File: src/rtl/mem_refill_arbiter.sv
// Shares one main-memory port between icache fills and dcache fills/write-backs, one WORDS-beat burst at a time.
// Optional MEM_ARB_PERF_EN adds conflict and wait performance counters.
module mem_refill_arbiter #(
  parameter int AW    = 32,
  parameter int DW    = 32,
  parameter int WORDS = 4
) (
  input  logic          clk,
  input  logic          reset,
  input  logic          i_req,
  input  logic [AW-1:0] i_addr,
  output logic [DW-1:0] i_rdata,
  output logic          i_rvalid,
  output logic          i_done,
  input  logic          d_req,
  input  logic          d_we,
  input  logic [AW-1:0] d_addr,
  input  logic [DW-1:0] d_wdata,
  output logic          d_wnext,
  output logic [DW-1:0] d_rdata,
  output logic          d_rvalid,
  output logic          d_done,
  output logic          mem_req,
  output logic          mem_we,
  output logic [AW-1:0] mem_addr,
  output logic [DW-1:0] mem_wdata,
  input  logic          mem_ack,
  input  logic [DW-1:0] mem_rdata,
  output logic          busy
`ifdef MEM_ARB_PERF_EN
  ,
  output logic [31:0]   perf_conflict_cnt,
  output logic [31:0]   perf_wait_cnt
`endif
);

  localparam int BW         = $clog2(WORDS);
  localparam int WORD_SHIFT = $clog2(DW / 8);
  localparam int LINE_SHIFT = $clog2(WORDS * DW / 8);
  localparam logic [AW-1:0] LINE_MASK  = ~((AW'(1) << LINE_SHIFT) - AW'(1));
  localparam logic [BW-1:0] LAST_BEAT  = BW'(WORDS - 1);

  typedef enum logic [1:0] {S_IDLE, S_BURST, S_DONE} state_t;

  state_t        r_state, w_state_next;
  logic          r_grant_d, w_grant_d_next;
  logic          r_we, w_we_next;
  logic          r_last_d, w_last_d_next;
  logic [AW-1:0] r_base, w_base_next;
  logic [BW-1:0] r_beat, w_beat_next;
  logic          w_pick_d;

  always_ff @(posedge clk or posedge reset) begin
    if (reset) begin
      r_state   <= S_IDLE;
      r_grant_d <= 1'b0;
      r_we      <= 1'b0;
      r_last_d  <= 1'b0;
      r_base    <= '0;
      r_beat    <= '0;
    end else begin
      r_state   <= w_state_next;
      r_grant_d <= w_grant_d_next;
      r_we      <= w_we_next;
      r_last_d  <= w_last_d_next;
      r_base    <= w_base_next;
      r_beat    <= w_beat_next;
    end
  end

  // On a tie, the requester that was not served last wins.
  assign w_pick_d = d_req && (!i_req || !r_last_d);

  always_comb begin
    w_state_next   = r_state;
    w_grant_d_next = r_grant_d;
    w_we_next      = r_we;
    w_last_d_next  = r_last_d;
    w_base_next    = r_base;
    w_beat_next    = r_beat;
    i_rdata        = '0;
    i_rvalid       = 1'b0;
    i_done         = 1'b0;
    d_wnext        = 1'b0;
    d_rdata        = '0;
    d_rvalid       = 1'b0;
    d_done         = 1'b0;
    mem_req        = 1'b0;
    mem_we         = 1'b0;
    mem_addr       = '0;
    mem_wdata      = '0;
    busy           = 1'b0;
    case (r_state)
      S_IDLE: begin
        if (i_req || d_req) begin
          w_grant_d_next = w_pick_d;
          w_last_d_next  = w_pick_d;
          w_we_next      = w_pick_d ? d_we : 1'b0;
          w_base_next    = (w_pick_d ? d_addr : i_addr) & LINE_MASK;
          w_beat_next    = '0;
          w_state_next   = S_BURST;
        end
      end
      S_BURST: begin
        busy      = 1'b1;
        mem_req   = 1'b1;
        mem_we    = r_we;
        mem_addr  = r_base + (AW'(r_beat) << WORD_SHIFT);
        mem_wdata = r_we ? d_wdata : '0;
        if (mem_ack) begin
          if (r_we) begin
            d_wnext = 1'b1;
          end else if (r_grant_d) begin
            d_rvalid = 1'b1;
            d_rdata  = mem_rdata;
          end else begin
            i_rvalid = 1'b1;
            i_rdata  = mem_rdata;
          end
          w_beat_next = r_beat + 1'b1;
          if (r_beat == LAST_BEAT) begin
            w_state_next = S_DONE;
          end
        end
      end
      S_DONE: begin
        busy         = 1'b1;
        i_done       = !r_grant_d;
        d_done       = r_grant_d;
        w_state_next = S_IDLE;
      end
      default: w_state_next = S_IDLE;
    endcase
  end

`ifdef MEM_ARB_PERF_EN
  logic w_i_waiting, w_d_waiting;
  assign w_i_waiting = i_req && !(busy && !r_grant_d);
  assign w_d_waiting = d_req && !(busy && r_grant_d);

  always_ff @(posedge clk or posedge reset) begin
    if (reset) begin
      perf_conflict_cnt <= '0;
      perf_wait_cnt     <= '0;
    end else begin
      if (r_state == S_IDLE && i_req && d_req) begin
        perf_conflict_cnt <= perf_conflict_cnt + 32'd1;
      end
      if (w_i_waiting || w_d_waiting) begin
        perf_wait_cnt <= perf_wait_cnt + 32'd1;
      end
    end
  end
`endif

endmodule

File: config.mk
export PLATFORM = sky130hd
export DESIGN_NAME = mem_refill_arbiter
export DESIGN_NICKNAME = d
export VERILOG_FILES = /design/src/rtl/mem_refill_arbiter.sv
export SDC_FILE = /design/constraint.sdc
export NUM_CORES = 1
export LEC_CHECK = 0
export CORE_AREA = 2 2 103 105
export DETAILED_ROUTE_END_ITERATION = 8
export DIE_AREA = 0 0 105 107
export PLACE_DENSITY = 0.73
export SLEW_MARGIN = 15
export SYNTH_ARGS = -nofsm -noshare
export SYNTH_HDL_FRONTEND = slang
export SYNTH_SLANG_ARGS = --single-unit
File: constraint.sdc
create_clock -name clk -period 2.5 [get_ports clk]
set_input_delay 0.75 -clock clk [delete_from_list [all_inputs] [get_ports clk]]
set_output_delay 0.75 -clock clk [all_outputs]
set_load 0.005 [all_outputs]
==> metrics.cfg, run 1 <==
[outcome]
status=finished with violations
failed_checks=negative setup slack

[pwr]
worst_ir_drop_vdd_mv=0.419
p_per_area_mw_per_mm2=761
p_leak_nw=2.97

[worst_setup_path]
path_max_fanout=8
crit_arrival_ps=1860
required_ps=1750
end_kind=output port
crit_path_start_kind=flop
critical_path_class=reg2out

[grt]
grt_first_pass_wirelength_um=19200
track_usage_pct=21.8
grt_pass1_vias=3503
grt_antenna_before_repair=0
grt-ovfl-total=0
grt_max_degree=36

[job]
maxCapViolations=0

[placed_design]
placed_area_mm2=0.00536
routabilityCongestion=0.868
post-dp-hpwl_um=9130
io_buffers=259

[floorplanning]
design.die.area_mm2=0.0112
initial_core_util_pct=25.5
die_w_um=105
die_y_um=107
core_mm2=0.0101
placementRows=37
io_pins=270

[clock_tree]
ctsHoldBuffers=0
cts_tree=built
cts_sinks=34
worst_skew_pair.late_latency_ps=280
cts_root_buf=clkbuf_8
cts_buffers=5
htree_levels=2
clk_path_buf_depth=2
clk_pin_slew_worst_paths_ps=70

[route]
via_per_inst=4.52
wl_per_cell_um=17.2
vias=3418
met2RoutedLength_um=6850
wl_met1_um=5020
initialDrtViolationCount=169
dr_wl_met3_um=963
routed.top_layer=met4
ant_nets=0
drc=0
drt_wl_total_um=13000
first_pass_iters=4

[logic_synthesis]
syn_area_per_cell_um2=7.57
syn_inst=340
post-synth-top-area-cell=dfrtp_1
ys.warnings.count=0
synthFlopType=dfrtp_1
synthTopCellsByArea=dfrtp_1, and2_1, a21oi_1
synth_edf_count=0
synthesis.area_mm2=0.00257
synth_cell_types=27
seq_area_frac_synth_pct=33.1
yosysTopAreaCellShare_pct=33.1
synth_seq_cells=34
async_reset_ff_share_pct=100

[final_layout]
final_cell_area_mm2=0.00596
layout_commonest_cell=clkdlybuf4s50_1
nFillCells=884
drive_above_1_share_pct=29.7
final_nets=759
final_cell_mix=clkdlybuf4s50_1, buf_6, a21oi_1
synthToLayoutAreaGrowth_pct=132

[sta]
fin_skew_ps=7.32
slew_headroom_pct=60.4
finalHoldViolations=0
fmax_mhz=383
min_period_ps=2610
worst_slew_pin_slew_ps=593
fin_tns_setup_ps=-2540
rsz0062_at_grt=yes
fin_crit_sh_pct=104
setup_viol=58
slew_viol_final=0
setup_slack_ps=-108

[min_path]
min_path_type=reg2reg

## synth_stat cells, types with 2 or more instances
cell type  count
buf_2          8
ha_1           6
nor2b_1        2
dfrtp_1       34
a21oi_1       58
nor3b_2        2
mux2_2         2
nor2_1        29
clkbuf_2       2
inv_1          3
clkbuf_1      13
and2_1        96
o21ai_0        2
and3_1        33
nand2_1       31
buf_4          8
## critical path, stage by stage (launching register included)
cell     delay (ps)
dfrtp_1         400
inv_2            80
ha_4            160
nand2_4          70
buf_6           120
nor3_4          140
buf_4           140
buf_6           120
buf_16          130
and2_4          140
buf_6            90
## through the flow
stage / total power [mW] / setup WS, ps / hold slack (ps) / cells / utilization (%)
after global routing: 4.91 / -191 / 570 / 755 / 59.1
after detailed placement: 3.70 / -709 / 508 / 724 / 53.1
final: 4.54 / -108 / 519 / 756 / 59.1
after CTS: 4.51 / -199 / 524 / 759 / 56.8
after global placement: 3.64 / -685 / 500 / 724 / 53.1
after floorplan: 2.20 / 304 / 487 / 341 / -
## worst paths after layout
| kind | startpoint | slack (ps) | end | depth (start not counted) |
|---|---|---|---|---|
| min in group asynchronous | reset | 870 | r_base[29] | 3 |
| max | r_state[1] | -110 | i_rdata[1] | 10 |
| max in group asynchronous | reset | 1270 | r_we | 3 |
| min | r_base[11] | 520 | r_base[11] | 2 |
| max reg2reg | r_state[1] | 490 | r_state[1] | 8 |
| min reg2reg | r_base[11] | 520 | r_base[11] | 2 |
## metal layers
metal  up-vias  global-route usage, %
met5         -                      0
met4         0                   5.71
met2       154                   40.4
met1      1586                   24.0
met3        10                   6.63
li1       1668                      -
## power by group
part / switching [mW] / internal, mW
Combinational: 1.31 / 1.86
Sequential: 0.158 / 0.830
Clock: 0.193 / 0.192
## repair_timing
| action | CTS | global route |
|---|---|---|
| setup endpoints to repair | 131 | 107 |
| cloned | 9 | 0 |
| gates resized for setup | 356 | 99 |
| pin swaps | 30 | 20 |
| buffers inserted | 20 | 7 |
## state kept, by name, indices dropped and copies added (netlist names)
| register | cells |
|---|---|
| r_we | 1 |
| r_base | 28 |
| r_beat | 2 |
| r_last_d | 1 |
| r_state | 2 |
## layout make-up
type	instances	area, um^2	area share (%)
well taps	136	170	2.85
multi-input cells	273	1740	29.1
diodes	1	2.50	0.0420
flip-flops and latches	34	852	14.3
repair buffers	302	3120	52.3
clock buffers	7	76.3	1.28
inverters	3	11.3	0.189
## cells by family after synthesis
kind of cell	after synthesis	share of synthesized area [%]
DFF	34	33.1
and+or+nand+nor	195	42.1
other	1	0.146
adders and majority gates	6	2.92
muxes	2	0.875
AOI/OAI and AO/OA	68	14.2
buffers and inverters	34	6.61
Power figures use the tool's default switching activity.
==> inputs of run 2 (changes only) <==
CORE_AREA = 2 2 106 108   (was 2 2 103 105)
DIE_AREA = 0 0 108 110   (was 0 0 105 107)
PLACE_DENSITY = 0.7   (was 0.73)
clock period = 3.3 ns   (was 2.5 ns; I/O delays follow)
==> run 2 against run 1 <==
  * The flow now finishes without violations
  * Via count is 4.0% lower
  * First-iteration DRC count is 25% lower
  * Die area is 5.7% higher
  * Clock skew hardly changed
  * Sequential share of layout area is 1.2 points higher
  * Combinational power is 37% lower
  * Design area is 8.0% lower
  * Final cell count is 3.2% lower
==> metrics.cfg, run 2 (synthesis gave the netlist of run 1 again) <==
[clock_tree]
cts_tree=built
cts_buffers=5
htree_levels=2
worst_skew_pair.late_latency_ps=280
ctsHoldBuffers=0
cts_root_buf=clkbuf_8
cts_sinks=34
clk_path_buf_depth=2
clk_pin_slew_worst_paths_ps=70

[sta]
hold_ws_ps=521
fmax_mhz=309
fin_crit_sh_pct=98.1
setup_slack_ps=61.9
rsz0062_at_grt=yes
slew_headroom_pct=58.9
worst_slew_pin_slew_ps=617
fin_skew_ps=7.25
finalHoldViolations=0
min_period_ps=3240
setup_viol=0
slew_viol_final=0

[final_layout]
synthToLayoutAreaGrowth_pct=113
final_cell_mix=clkdlybuf4s50_1, and2_1, a21oi_1
layout_commonest_cell=clkdlybuf4s50_1
largest_reg_flops=28
final_nets=731
largestRegisters=r_base: 28 flops, r_beat: 2 flops, r_state: 2 flops
drive_above_1_share_pct=5.74
n_antenna_cell=0
final_core_util_pct=51.3
regMostFlops=r_base

[worst_setup_path]
crit_path_start_kind=input pin
crit_chain=clkdlybuf4s15_2, nand2_4, nor3_4, buf_12, and2_1, clkdlybuf4s50_1
crit_arrival_ps=2250
end_kind=output port
critical-path-slowest-cell=clkdlybuf4s50_1
path_buf_inv=3
required_ps=2310
path_max_fanout=33
slowest_delay_ps=500
critical_path_class=in2out
critPathTopFamily=buffers and inverters

[route]
initialDrtViolationCount=127
drc=0
via_per_inst=4.48
vias=3281
ant_nets=0
wl_per_cell_um=15.8
drt_wl_total_um=11600
first_pass_iters=4

[grt]
use_met1_pct=19.8
grt_first_pass_wirelength_um=16900
grt_max_degree=41
use_met3_pct=5.94
grtUsageMet2_pct=34.3
grt_antenna_before_repair=0
grt-ovfl-total=0
busiest_layer=met2
grt_pass1_vias=3242
track_usage_pct=18.2

[floorplanning]
placementRows=38
die_w_um=108
design.die.area_mm2=0.0119
core_mm2=0.0107
io_pins=270
initial_core_util_pct=24.1
die_y_um=110

[outcome]
status=finished clean

[pwr]
p_per_area_mw_per_mm2=559
worst_ir_drop_vdd_mv=0.355
p_leak_nw=2.80

[job]
maxCapViolations=0

[placed_design]
post-place-ws_ps=-389
io_buffers=259
routabilityCongestion=0.840
post-dp-hpwl_um=8960

[min_path]
min_path_type=reg2reg

-- run 2: changes by cell type in the layout (fill, tap and decap cells not counted), moves of 2 or more --
cell / previous run / this run
buf_2: 10 / 0
buf_8: 4 / 0
buf_4: 19 / 10
and2_1: 39 / 95
dlymetal6s2s_1: 5 / 19
and2_4: 57 / 1
dlygate4sd2_1: 34 / 32
clkdlybuf4s50_1: 153 / 207
buf_6: 69 / 1
buf_16: 3 / 1
-- run 2: worst register-to-register path: cells and delay by family, from the launching register on --
family          cells  cell delay (ps)
fa+ha+maj           1              320
simple gates        1               60
flops               1              400
buf+inv             2              350
compound gates      2              580
-- run 2: layout make-up --
| cell class | count | area [um^2] |
|---|---|---|
| inverter | 3 | 11.3 |
| clock buffer | 7 | 86.3 |
| multi-input combinational | 273 | 1590 |
| tap | 140 | 175 |
| clock inverter | 1 | 5.00 |
| sequential | 34 | 851 |
| timing repair buffer | 274 | 2780 |
| fill | 1036 | 5210 |
-- run 2: final timing paths --
check,end,start,cells after the start,slack (ps)
hold / removal,r_base[12],r_base[12],2,520
setup / recovery,i_rdata[22],mem_ack,6,60
max in group asynchronous,r_base[25],reset,3,1850
setup reg to reg,r_base[20],r_state[1],6,1520
hold reg to reg,r_base[12],r_base[12],2,520
min in group asynchronous,r_base[19],reset,3,1120
-- run 2: per-stage QoR --
step	TNS, ps	area [um^2]	instances	total power [mW]
floorplan	0	2580	341	1.67
global placement	-20730	5320	721	2.71
detailed placement	-21720	5320	721	2.76
CTS	0	5440	732	3.12
global route	-14.0	5490	732	3.34
finish	0	5490	732	3.07
-- run 2: repair_timing --
item	in CTS	in global routing
setup buffers	2	0
setup endpoints to repair	66	23
pin swaps	2	0
cloned	1	0
gates resized for setup	41	20
-- run 2: power breakdown --
group / total (mW) / leakage (nW) / internal, mW / switching (mW)
Combinational: 1.99 / 2.36 / 1.12 / 0.871
Sequential: 0.757 / 0.389 / 0.628 / 0.129
Clock: 0.322 / 0.0482 / 0.168 / 0.153
Total: 3.07 / 2.80 / 1.92 / 1.15
-- run 2: metal layers --
layer,vias up,wire (um)
li1,1610,-
met1,1519,4470
met2,145,5950
met3,7,1080
met4,0,102
met5,-,0
==> inputs of run 3 (changes only) <==
ABC_AREA = 1   (was unset)
PLACE_DENSITY = 0.74   (was 0.7)
SETUP_SLACK_MARGIN = 0.02   (was unset)
clock period = 3.6 ns   (was 3.3 ns; I/O delays follow)
==> run 3 against run 2 <==
  * Clock skew decreased by 2.2 ps
  * Final cell count increased by 27%
  * Sequential power decreased by 7.7%
  * Combinational power decreased by 17%
  * Design area increased by 5.7%
  * Core utilization increased by 2.9 points
  * Clock power increased by 12%
  * Via count increased by 19%
  * Synthesized cell count increased by 57%
  * Die area unchanged
  * Largest cell class unchanged
==> metrics.cfg, run 3 <==
[worst_setup_path]
startpoint=d_wdata[15]
crit_path_start_kind=input pin
required_ps=2520
path_max_fanout=1
crit_arrival_ps=2300
critical_path_class=in2out
r2r_cells=6
reg2reg_to=r_base[25]
ff2ff_setup_slack_ps=1850
end_kind=output port
r2r-start=r_state[1]

[placed_design]
post-dp-hpwl_um=10300
routabilityCongestion=0.797
placed_area_mm2=0.00572
io_buffers=259

[sta]
slew_headroom_pct=53.6
fin_crit_sh_pct=93.8
min_period_ps=3380
rsz0062_at_grt=no
fmax_mhz=296
worst_slew_pin_slew_ps=694
setup_viol=0
slew_viol_final=0
finalHoldViolations=0
fin_skew_ps=5.09
hold_ws_ps=486
fin_tns_setup_ps=0

[grt]
grt_first_pass_wirelength_um=19700
track_usage_pct=21.5
grt_pass1_vias=3839
grt-ovfl-total=0
use_met1_pct=23.2
grtUsageMet2_pct=39.7
grt_antenna_before_repair=1
use_met3_pct=7.58
busiest_layer=met2
grt_max_degree=35

[floorplanning]
placementRows=38
die_y_um=110
io_pins=270
design.die.area_mm2=0.0119
initial_core_util_pct=28.0
die_w_um=108
core_mm2=0.0107

[min_path]
whs_path_depth=2
min_path_type=reg2reg
holdCritStartpoint=r_base[10]
min_to=r_base[10]

[logic_synthesis]
synthFlopType=dfrtp_1
seq_area_frac_synth_pct=28.4
synth_edf_count=0
post-synth-top-count-cell=inv_1
async_reset_ff_share_pct=100
synth_seq_cells=34
synth_cell_types=19
synthesis.area_mm2=0.00300
yosysTopAreaCellShare_pct=28.4
post-synth-top-area-cell=dfrtp_1
syn_inst=535
synth_common_cells=inv_1, nand2_1, nor2_1, nand3_1, dfrtp_1
ys.warnings.count=0
syn_area_per_cell_um2=5.61
synthTopCellsByArea=dfrtp_1, inv_1, nand2_1

[final_layout]
regMostFlops=r_base
largestRegisters=r_base: 28 flops, r_beat: 2 flops, r_state: 2 flops
final_cell_mix=clkdlybuf4s50_1, inv_1, nand2_1
largest_reg_flops=28
final_cell_area_mm2=0.00580
synthToLayoutAreaGrowth_pct=93.4
layout_commonest_cell=clkdlybuf4s50_1
drive_above_1_share_pct=5.56
final_nets=930

[route]
vias=3895
via_per_inst=4.18
drt_wl_total_um=12800
ant_nets=0
drc=0
wl_per_cell_um=13.8
first_pass_iters=4
initialDrtViolationCount=148

[clock_tree]
clk_path_buf_depth=2
cts_buffers=5
clk_pin_slew_worst_paths_ps=80
worst_skew_pair.late_latency_ps=290
cts_root_buf=clkbuf_8
htree_levels=2
cts_sinks=34
cts_tree=built

[pwr]
p_per_area_mw_per_mm2=467
p_leak_nw=3.55
worst_ir_drop_vdd_mv=0.294

[job]
maxCapViolations=0

[outcome]
status=finished clean

run 3: worst max-delay path by stage:
stage | to | slack [ps]
global placement | i_rdata[20] | -200
detailed placement | i_rdata[20] | -210
floorplan | d_rdata[10] | 870
CTS | d_rvalid | 60
global route | mem_wdata[18] | 160
finish | mem_wdata[15] | 220
run 3: what timing repair did:
action / 4_1_cts / 5_1_grt
cloned: 0 / 0
buffers inserted: 2 / 1
endpoints found under the setup margin: 64 / 29
gates resized for setup: 67 / 2
pin swaps: 0 / 1
hold buffers: 0 / 0
run 3: logic make-up (layout without fill, tap and decap cells):
kind of cell	Yosys count	after routing	synth area share, %
flops	34	34	28.4
other cells	1	3	0.125
buf+inv	192	447	26.9
fa+ha+maj	6	6	2.50
simple gates	299	299	41.6
compound gates	3	3	0.500
run 3: layer usage:
layer  vias to the layer above  share of wire, %
met4                         0               1.9
li1                       1992                 -
met2                       162                50
met3                        14                11
met5                         -                 0
met1                      1727                36
run 3: area by class of cell:
class	count	area, um^2
Timing Repair Buffer	276	2680
Clock inverter	3	45.0
Inverter	163	612
Clock buffer	5	68.8
Sequential cell	34	851
Multi-Input combinational cell	310	1370
Tap cell	140	175
Fill cell	1126	4900
Antenna cell	1	2.50
run 3: power by group:
| part | internal (mW) | switching [mW] |
|---|---|---|
| logic | 0.824 | 0.826 |
| clock network | 0.206 | 0.154 |
| registers | 0.571 | 0.128 |
| total | 1.60 | 1.11 |
run 3: through the flow:
| stage | instances | total power [mW] | setup WS, ps | util (%) |
|---|---|---|---|---|
| floorplan | 536 | 1.49 | 868 | - |
| global placement | 920 | 2.36 | -200 | 53.5 |
| detailed placement | 920 | 2.40 | -212 | 53.5 |
| CTS | 930 | 2.74 | 64.0 | 54.0 |
| global route | 931 | 2.97 | 159 | 54.2 |
| finish | 932 | 2.71 | 222 | 54.2 |
run 3: worst max-delay path: stages:
cell	delay [ps]
clkdlybuf4s50_1	500
inv_1	50
nor2_1	90
clkdlybuf4s50_1	580
